**src/rtl/sw_serial_pkg.sv**
```systemverilog
// Shared types and default constants for the switch/button serial reader.
package sw_serial_pkg;

  localparam int unsigned DEF_WIDTH   = 16;
  localparam int unsigned DEF_CLK_DIV = 50;

  typedef enum logic [2:0] {
    ST_IDLE     = 3'd0,
    ST_LOAD     = 3'd1,
    ST_SHIFT_LO = 3'd2,
    ST_SHIFT_HI = 3'd3,
    ST_DONE     = 3'd4
  } state_e;

endpackage

```
**src/rtl/ser_tick_gen.sv**
```systemverilog
// Half-period counter: tick_o marks the last cycle of a CLK_DIV-cycle window.
module ser_tick_gen #(
  parameter int unsigned CLK_DIV = 50
) (
  input  logic clk_i,
  input  logic rst_ni,
  input  logic clr_i,
  output logic tick_o
);

  localparam int unsigned CW = $clog2(CLK_DIV);
  localparam logic [CW-1:0] LAST = CW'(CLK_DIV - 1);

  logic [CW-1:0] cnt_q, cnt_d;

  assign tick_o = (cnt_q == LAST);

  always_comb begin
    cnt_d = cnt_q + 1'b1;
    if (clr_i || tick_o) cnt_d = '0;
  end

  always_ff @(posedge clk_i or negedge rst_ni) begin
    if (!rst_ni) cnt_q <= '0;
    else         cnt_q <= cnt_d;
  end

endmodule

```
**src/rtl/sw_serial_rx.sv**
```systemverilog
// Reads a 74HC165-style PISO chain MSB first and presents the un-inverted word
// with a valid strobe and a changed flag.
module sw_serial_rx
  import sw_serial_pkg::*;
#(
  parameter int unsigned WIDTH   = DEF_WIDTH,
  parameter int unsigned CLK_DIV = DEF_CLK_DIV
) (
  input  logic             Clk_100M,
  input  logic             reset,
  input  logic             start,
  input  logic             ser_di,
  output logic             ser_clk,
  output logic             ser_pl_n,
  output logic [WIDTH-1:0] data,
  output logic             data_valid,
  output logic             changed,
  output logic             busy,
  output state_e           state_dbg
);

  localparam int unsigned BW = $clog2(WIDTH);
  localparam logic [BW-1:0] LAST_BIT = BW'(WIDTH - 1);

  state_e           state_q, state_d;
  logic [1:0]       sync_q;
  logic [WIDTH-1:0] shreg_q, shreg_d;
  logic [WIDTH-1:0] data_q, data_d;
  logic [BW-1:0]    bit_cnt_q, bit_cnt_d;
  logic             valid_q, valid_d;
  logic             changed_q, changed_d;
  logic             ser_clk_q, ser_clk_d;
  logic             ser_pl_n_q, ser_pl_n_d;
  logic             tick;
  logic             tick_clr;
  logic             sample;
  logic             di_sync;

  // Clearing on every state change makes each state last exactly CLK_DIV cycles.
  assign tick_clr = (state_q == ST_IDLE) || (state_d != state_q);

  ser_tick_gen #(.CLK_DIV(CLK_DIV)) u_tick (
    .clk_i  (Clk_100M),
    .rst_ni (reset),
    .clr_i  (tick_clr),
    .tick_o (tick)
  );

  assign di_sync = sync_q[1];
  assign sample  = (state_q == ST_SHIFT_LO) && tick;

  always_ff @(posedge Clk_100M or negedge reset) begin
    if (!reset) state_q <= ST_IDLE;
    else        state_q <= state_d;
  end

  always_comb begin
    state_d = state_q;
    unique case (state_q)
      ST_IDLE:     if (start) state_d = ST_LOAD;
      ST_LOAD:     if (tick) state_d = ST_SHIFT_LO;
      ST_SHIFT_LO: if (tick) state_d = (bit_cnt_q == LAST_BIT) ? ST_DONE : ST_SHIFT_HI;
      ST_SHIFT_HI: if (tick) state_d = ST_SHIFT_LO;
      ST_DONE:     state_d = ST_IDLE;
      default:     state_d = ST_IDLE;
    endcase
  end

  // Outputs are registered from the next state so pins change with the state.
  always_comb begin
    ser_clk_d  = (state_d == ST_SHIFT_HI);
    ser_pl_n_d = (state_d != ST_LOAD);
    shreg_d    = shreg_q;
    bit_cnt_d  = bit_cnt_q;
    data_d     = data_q;
    valid_d    = 1'b0;
    changed_d  = 1'b0;
    if (state_q == ST_LOAD) bit_cnt_d = '0;
    if (sample) begin
      shreg_d   = {shreg_q[WIDTH-2:0], ~di_sync};
      bit_cnt_d = bit_cnt_q + 1'b1;
      if (bit_cnt_q == LAST_BIT) begin
        data_d    = shreg_d;
        valid_d   = 1'b1;
        changed_d = (shreg_d != data_q);
      end
    end
  end

  always_ff @(posedge Clk_100M or negedge reset) begin
    if (!reset) begin
      sync_q     <= 2'b00;
      shreg_q    <= '0;
      data_q     <= '0;
      bit_cnt_q  <= '0;
      valid_q    <= 1'b0;
      changed_q  <= 1'b0;
      ser_clk_q  <= 1'b0;
      ser_pl_n_q <= 1'b1;
    end else begin
      sync_q     <= {sync_q[0], ser_di};
      shreg_q    <= shreg_d;
      data_q     <= data_d;
      bit_cnt_q  <= bit_cnt_d;
      valid_q    <= valid_d;
      changed_q  <= changed_d;
      ser_clk_q  <= ser_clk_d;
      ser_pl_n_q <= ser_pl_n_d;
    end
  end

  assign ser_clk    = ser_clk_q;
  assign ser_pl_n   = ser_pl_n_q;
  assign data       = data_q;
  assign data_valid = valid_q;
  assign changed    = changed_q;
  assign busy       = (state_q != ST_IDLE);
  assign state_dbg  = state_q;

endmodule
```
**config.mk**
```make
export PLATFORM = sky130hd
export DESIGN_NAME = sw_serial_rx
export DESIGN_NICKNAME = d
export VERILOG_FILES = /design/src/rtl/sw_serial_pkg.sv /design/src/rtl/ser_tick_gen.sv /design/src/rtl/sw_serial_rx.sv
export SDC_FILE = /design/constraint.sdc
export NUM_CORES = 1
export LEC_CHECK = 0
export CORE_MARGIN = 3
export CORE_UTILIZATION = 59
export CTS_CLUSTER_SIZE = 30
export DETAILED_ROUTE_END_ITERATION = 10
export GPL_TIMING_DRIVEN = 0
export PLACE_DENSITY = 0.84
export SYNTH_ARGS = -nofsm -noshare
export SYNTH_HDL_FRONTEND = slang
export SYNTH_SLANG_ARGS = --single-unit
export TNS_END_PERCENT = 20
```
**constraint.sdc**
```tcl
create_clock -name Clk_100M -period 2.64 [get_ports Clk_100M]
set_input_delay 0.66 -clock Clk_100M [delete_from_list [all_inputs] [get_ports Clk_100M]]
set_output_delay 0.66 -clock Clk_100M [all_outputs]
set_load 0.01 [all_outputs]
```
== Word level (Yosys, flattened, before mapping) ==
Index checks and enable logic that the tools add are counted.
Storage, ports and cells
  output and inout bits: 24
  word-level logic and storage cells: 42
  bits in registers: 50
Cells by class
  reduce and logical (&&, ||, !) cells: 8
  equality and inequality tests: 9
  bitwise logic cells: 1
  add/subtract/negate cells: 2
  mux-type cells: 12
Operators by type and width (number)
  != test 16 bit: 1
  two-way mux 3 bit: 4
  equality test 3 x 2 -> 1 bit (second input constant): 3
  case mux 3 bit (3 select lines): 1
  two-way mux 4 bit: 2
  adder 6 x 1 -> 6 bit (second input constant): 1
  equality test 6 bit (second input constant): 1
  two-way mux 6 bit: 1
  adder 4 x 1 -> 4 bit (second input constant): 1
  equality test 4 bit (second input constant): 1
  two-way mux 1 bit: 4
  equality test 3 x 1 -> 1 bit (second input constant): 1
  logical NOT 3 bit: 1
  != test 3 x 1 -> 1 bit (second input constant): 1
  != test 3 bit: 1
  nonzero test 3 bit: 1
  logical OR 1 bit: 2
  AND reduction 2 bit: 1
  nonzero test 2 bit: 1
  OR reduction 2 bit: 1
  logical AND 1 bit: 1
  NOT 1 bit: 1

== Longest topological paths before layout ==
  depth in word-level cells: 8
  mapped depth: 7
  mapped depth without buffers: 6

== Hierarchy ==
From an unflattened synthesis, not the netlist that was laid out.
Second synthesis, totals
  cells, all modules: 206
  area, all modules: 2272.2 um^2
By module, submodules not included
  sw_serial_rx: seq. area each 1102.3 um^2, area each 1990.7 um^2, cells each 180, instances 1
  ser_tick_gen: seq. area each 150.1 um^2, area each 281.5 um^2, cells each 26, instances 1

== Worst setup path after synthesis ==
Ideal clock, no wire load.
  path type: flip-flop to output port
  from: reg state_q[0], in the netlist state_dbg[0]
  to: out busy
  buffers on the path: 1
  stages on the path, launching flop included: 3
  path slack: 1.015 ns
  data arrival time: 0.965 ns
  path through: dfrtp_1 -> buf_2 -> or3_1
Between the ends
  word-level cells in the longest chain between the ends: 1
RTL lines
  start, declared: line sw_serial_rx.sv:25  | state_e state_q, state_d;
  start signal, assigned: line sw_serial_rx.sv:54  | else state_q <= state_d;
  nonzero test 3 bit: line sw_serial_rx.sv:117  | assign busy = (state_q != ST_IDLE);
  end, declared: line sw_serial_rx.sv:18  | output logic busy,
No other way between the ends.

== Final worst setup path ==
Ends and elaborated chain as after synthesis.

==> results.md <==
- Outcome: completed
- Min Tclk post-route: roughly 2.4 ns
- Final instance area: around 0.0028 mm2
- CP required: ~2.0 ns
- Remaining antenna violation count: 0
- Slew Limit Fails: 0
- Distinct cells, synth: 33
- Post-Synthesis Cell Area: 0.00231 mm2
- # IOs: 28
- Final Power: 1.44 mW
- # Post-CTS Setup Buffers: 0
- CTS tree: built
- IO buf count: 27
- P&R area growth vs syn: 21.2%
- Synth Instances: between 150 and 200
- CTS clock-pin slew for the worst setup and hold paths: around 0.090 ns
- Yosys warns: 0
- CP top delay family: buffers and inverters
- Gr ovfl total: 0
- GRT Util Overall: approximately a fifth
- Cell Pwr Density: around 510 mW/mm2
- Gpl congestion: slightly below 0.9
- Top Metal Used: met4
- Number of global-route vias before repair: approximately 1400
- Slew headroom: around 80%
- Core ar.: roughly 0.0037 mm2
- RSZ-0062 raised after global routing: no
- Critical path's slowest cell: clkdlybuf4s50_1
- Clk buf depth: 2
- CP Buf/Inv Count: 2
- Synth top area cells: dfrtp_1 53%, mux2_4 14%, xnor2_1 6.5%
- Hold WC Path Type: in2async
- Count of final setup violators: 0
- WS Path Type: reg2out
- Crit path max fanout: 10
- IR drop worst, VDD: about 480 uV
- Syn nets: roughly 180
- Startpoint Class: register
- Total routed wirelength: ~4000 um
- Clock Latency Late Sink: 0.30 ns
- Iteration-0 DRC Markers: 96
- CTS buffer count: 5
- Initial antenna violation count: 0
- #FFs+latches synth: 50
- Crit path capture type: primary output
- Pre-antenna DRT Iters: 4
- Leakage power: between 1 and 1.5 nW
- DR WL met3: 147 um
- Die height: roughly 69 um
- Dpl hpwl: about 2900 um
- Die Area: between 0.004 and 0.005 mm2
- Place WS: roughly 0.54 ns
- Via count: 1412
- Fill count: about 250
- Num rows: 22
- Placed instance area: approximately 0.0027 mm2
- Data arrival, critical path: 1.76 ns
- CTS-repair resized insts: 0
- H-tree depth: 2
- Final core utilization: 75.2%
- Starting Density: between 60 and 70%
- ANT cells: 0
- Max-cap violations: 0
- Worst Skew: ~0.0072 ns
- Die width: roughly 69 um
- Slowest stage delay, CP: ~0.49 ns
- DR DRC count: 0
- WL/cell: 16.0 um
- Via density: between 5 and 6
- Slew @ Worst Pin: between 0.2 and 0.3 ns
- Layout cells sized above 1: between 20% and 30%
- Pin count of the biggest net entering global routing: 41
- Global-route wire length before repair: 6840 um
- WL met2: about 2000 um
- Cts-stage hold buffer count: 0
- Tcrit/Tclk final: about nine tenths
- Net count, final: about 210
- Root Buffer: clkbuf_8
- Max frequency: roughly 0.41 GHz
- Crit path cell chain: buf_2 -> or3_1 -> clkdlybuf4s50_1
- Sink Count: 50
- Yosys top cell area share: a little over half
- Hold Fails Final Rpt: 0
- Mean Syn Cell Area: about 13 um2
- Synth area leader: dfrtp_1
- Met1 WL: about 1900 um
- Part of the Yosys area used for sequential elements: 54.3%
- Worst setup margin: approximately 0.22 ns
## logic make-up after synthesis
logic type      share of synthesized area, %
fa+ha+maj                               1.63
buf+inv                                 3.36
flops                                   54.3
simple gates                            10.7
mux                                     18.1
xor+xnor                                7.60
compound gates                          4.34
## state kept, by name, indices dropped and copies added (netlist names)
register,flops
data,16
shreg_q,15
u_tick.cnt_q,6
bit_cnt_q,4
state_dbg,3
sync_q,2
changed,1
data_valid,1
ser_clk,1
ser_pl_n,1
## layout by cell type (no fill, tap or decap), types with 6 or more instances in the layout
cell             netlist  layout
inv_1                  6       6
nor2_1                11      11
clkbuf_8               0       6
dfrtp_1               49      49
xnor2_1               17      17
clkdlybuf4s50_1        0      26
mux2_4                21      21
nand3_1                6       6
mux2_2                 9       9
nand2_1                6       6
## path summary, 6_finish.rpt
kind / endpoint / from / slack [ns] / cells after the start
worst max-delay path: busy / state_dbg[0] / 0.22 / 3
worst min-delay path: state_dbg[0] / reset / 0.23 / 1
worst max register to register: shreg_q[9] / u_tick.cnt_q[1] / 0.95 / 6
worst min register to register: sync_q[1] / sync_q[0] / 0.36 / 0
max in group asynchronous: data[3] / reset / 1.93 / 2
min in group Clk_100M: sync_q[1] / sync_q[0] / 0.36 / 0
## cell type report
| class | instances | area, um2 | share of cell area [%] |
|---|---|---|---|
| clock buffers | 6 | 82.6 | 2.96 |
| well taps | 48 | 60.1 | 2.15 |
| plain buffers | 6 | 55.1 | 1.97 |
| multi-input cells | 109 | 976 | 34.9 |
| inverters | 6 | 22.5 | 0.806 |
| clock inverters | 2 | 60.1 | 2.15 |
| repair buffers | 28 | 285 | 10.2 |
| flip-flops and latches | 50 | 1250 | 44.8 |
## per-layer routing
metal | GRT usage, % | vias up
li1 | - | 658
met1 | 28.4 | 714
met2 | 30.2 | 36
met3 | 5.19 | 4
met4 | 6.95 | 0
met5 | 0 | -
## power breakdown
group / switching (mW) / internal [mW] / total (mW)
combinational: 0.0158 / 0.00704 / 0.0229
sequential: 0.00109 / 0.767 / 0.768
clock: 0.243 / 0.404 / 0.646
total: 0.259 / 1.18 / 1.44
## Yosys cell counts, drive strengths merged
cell type / number
a21oi: 3
nand4: 5
nand3: 7
nand2b: 1
nor4: 1
xnor2: 17
ha: 3
a21boi: 1
xor2: 3
o311ai: 2
a22o: 1
and2: 2
nor2: 11
nor3b: 1
o211ai: 2
or3: 4
o31ai: 1
dfrtp: 49
o21ai: 4
a221oi: 1
and4bb: 1
inv: 6
and3: 1
mux2: 30
buf: 6
nand2: 7
dfstp: 1
## worst register-to-register path: stages (launching register included)
cell and delay [ns]:
dfrtp_1 0.40, inv_1 0.06, ha_1 0.14, and4bb_4 0.29, nand3_4 0.17, buf_6 0.22, mux2_4 0.30
## per-stage QoR
step | setup TNS [ns] | hold slack (ns) | std cells
finish | 0 | 0.225 | 255
global route | 0 | 0.230 | 255
CTS | 0 | 0.227 | 255
detailed placement | 0 | 0.348 | 247
global placement | -17.32 | 0.337 | 246
floorplan | 0 | 0.331 | 171
No activity file was read; power rests on OpenSTA's default activity.
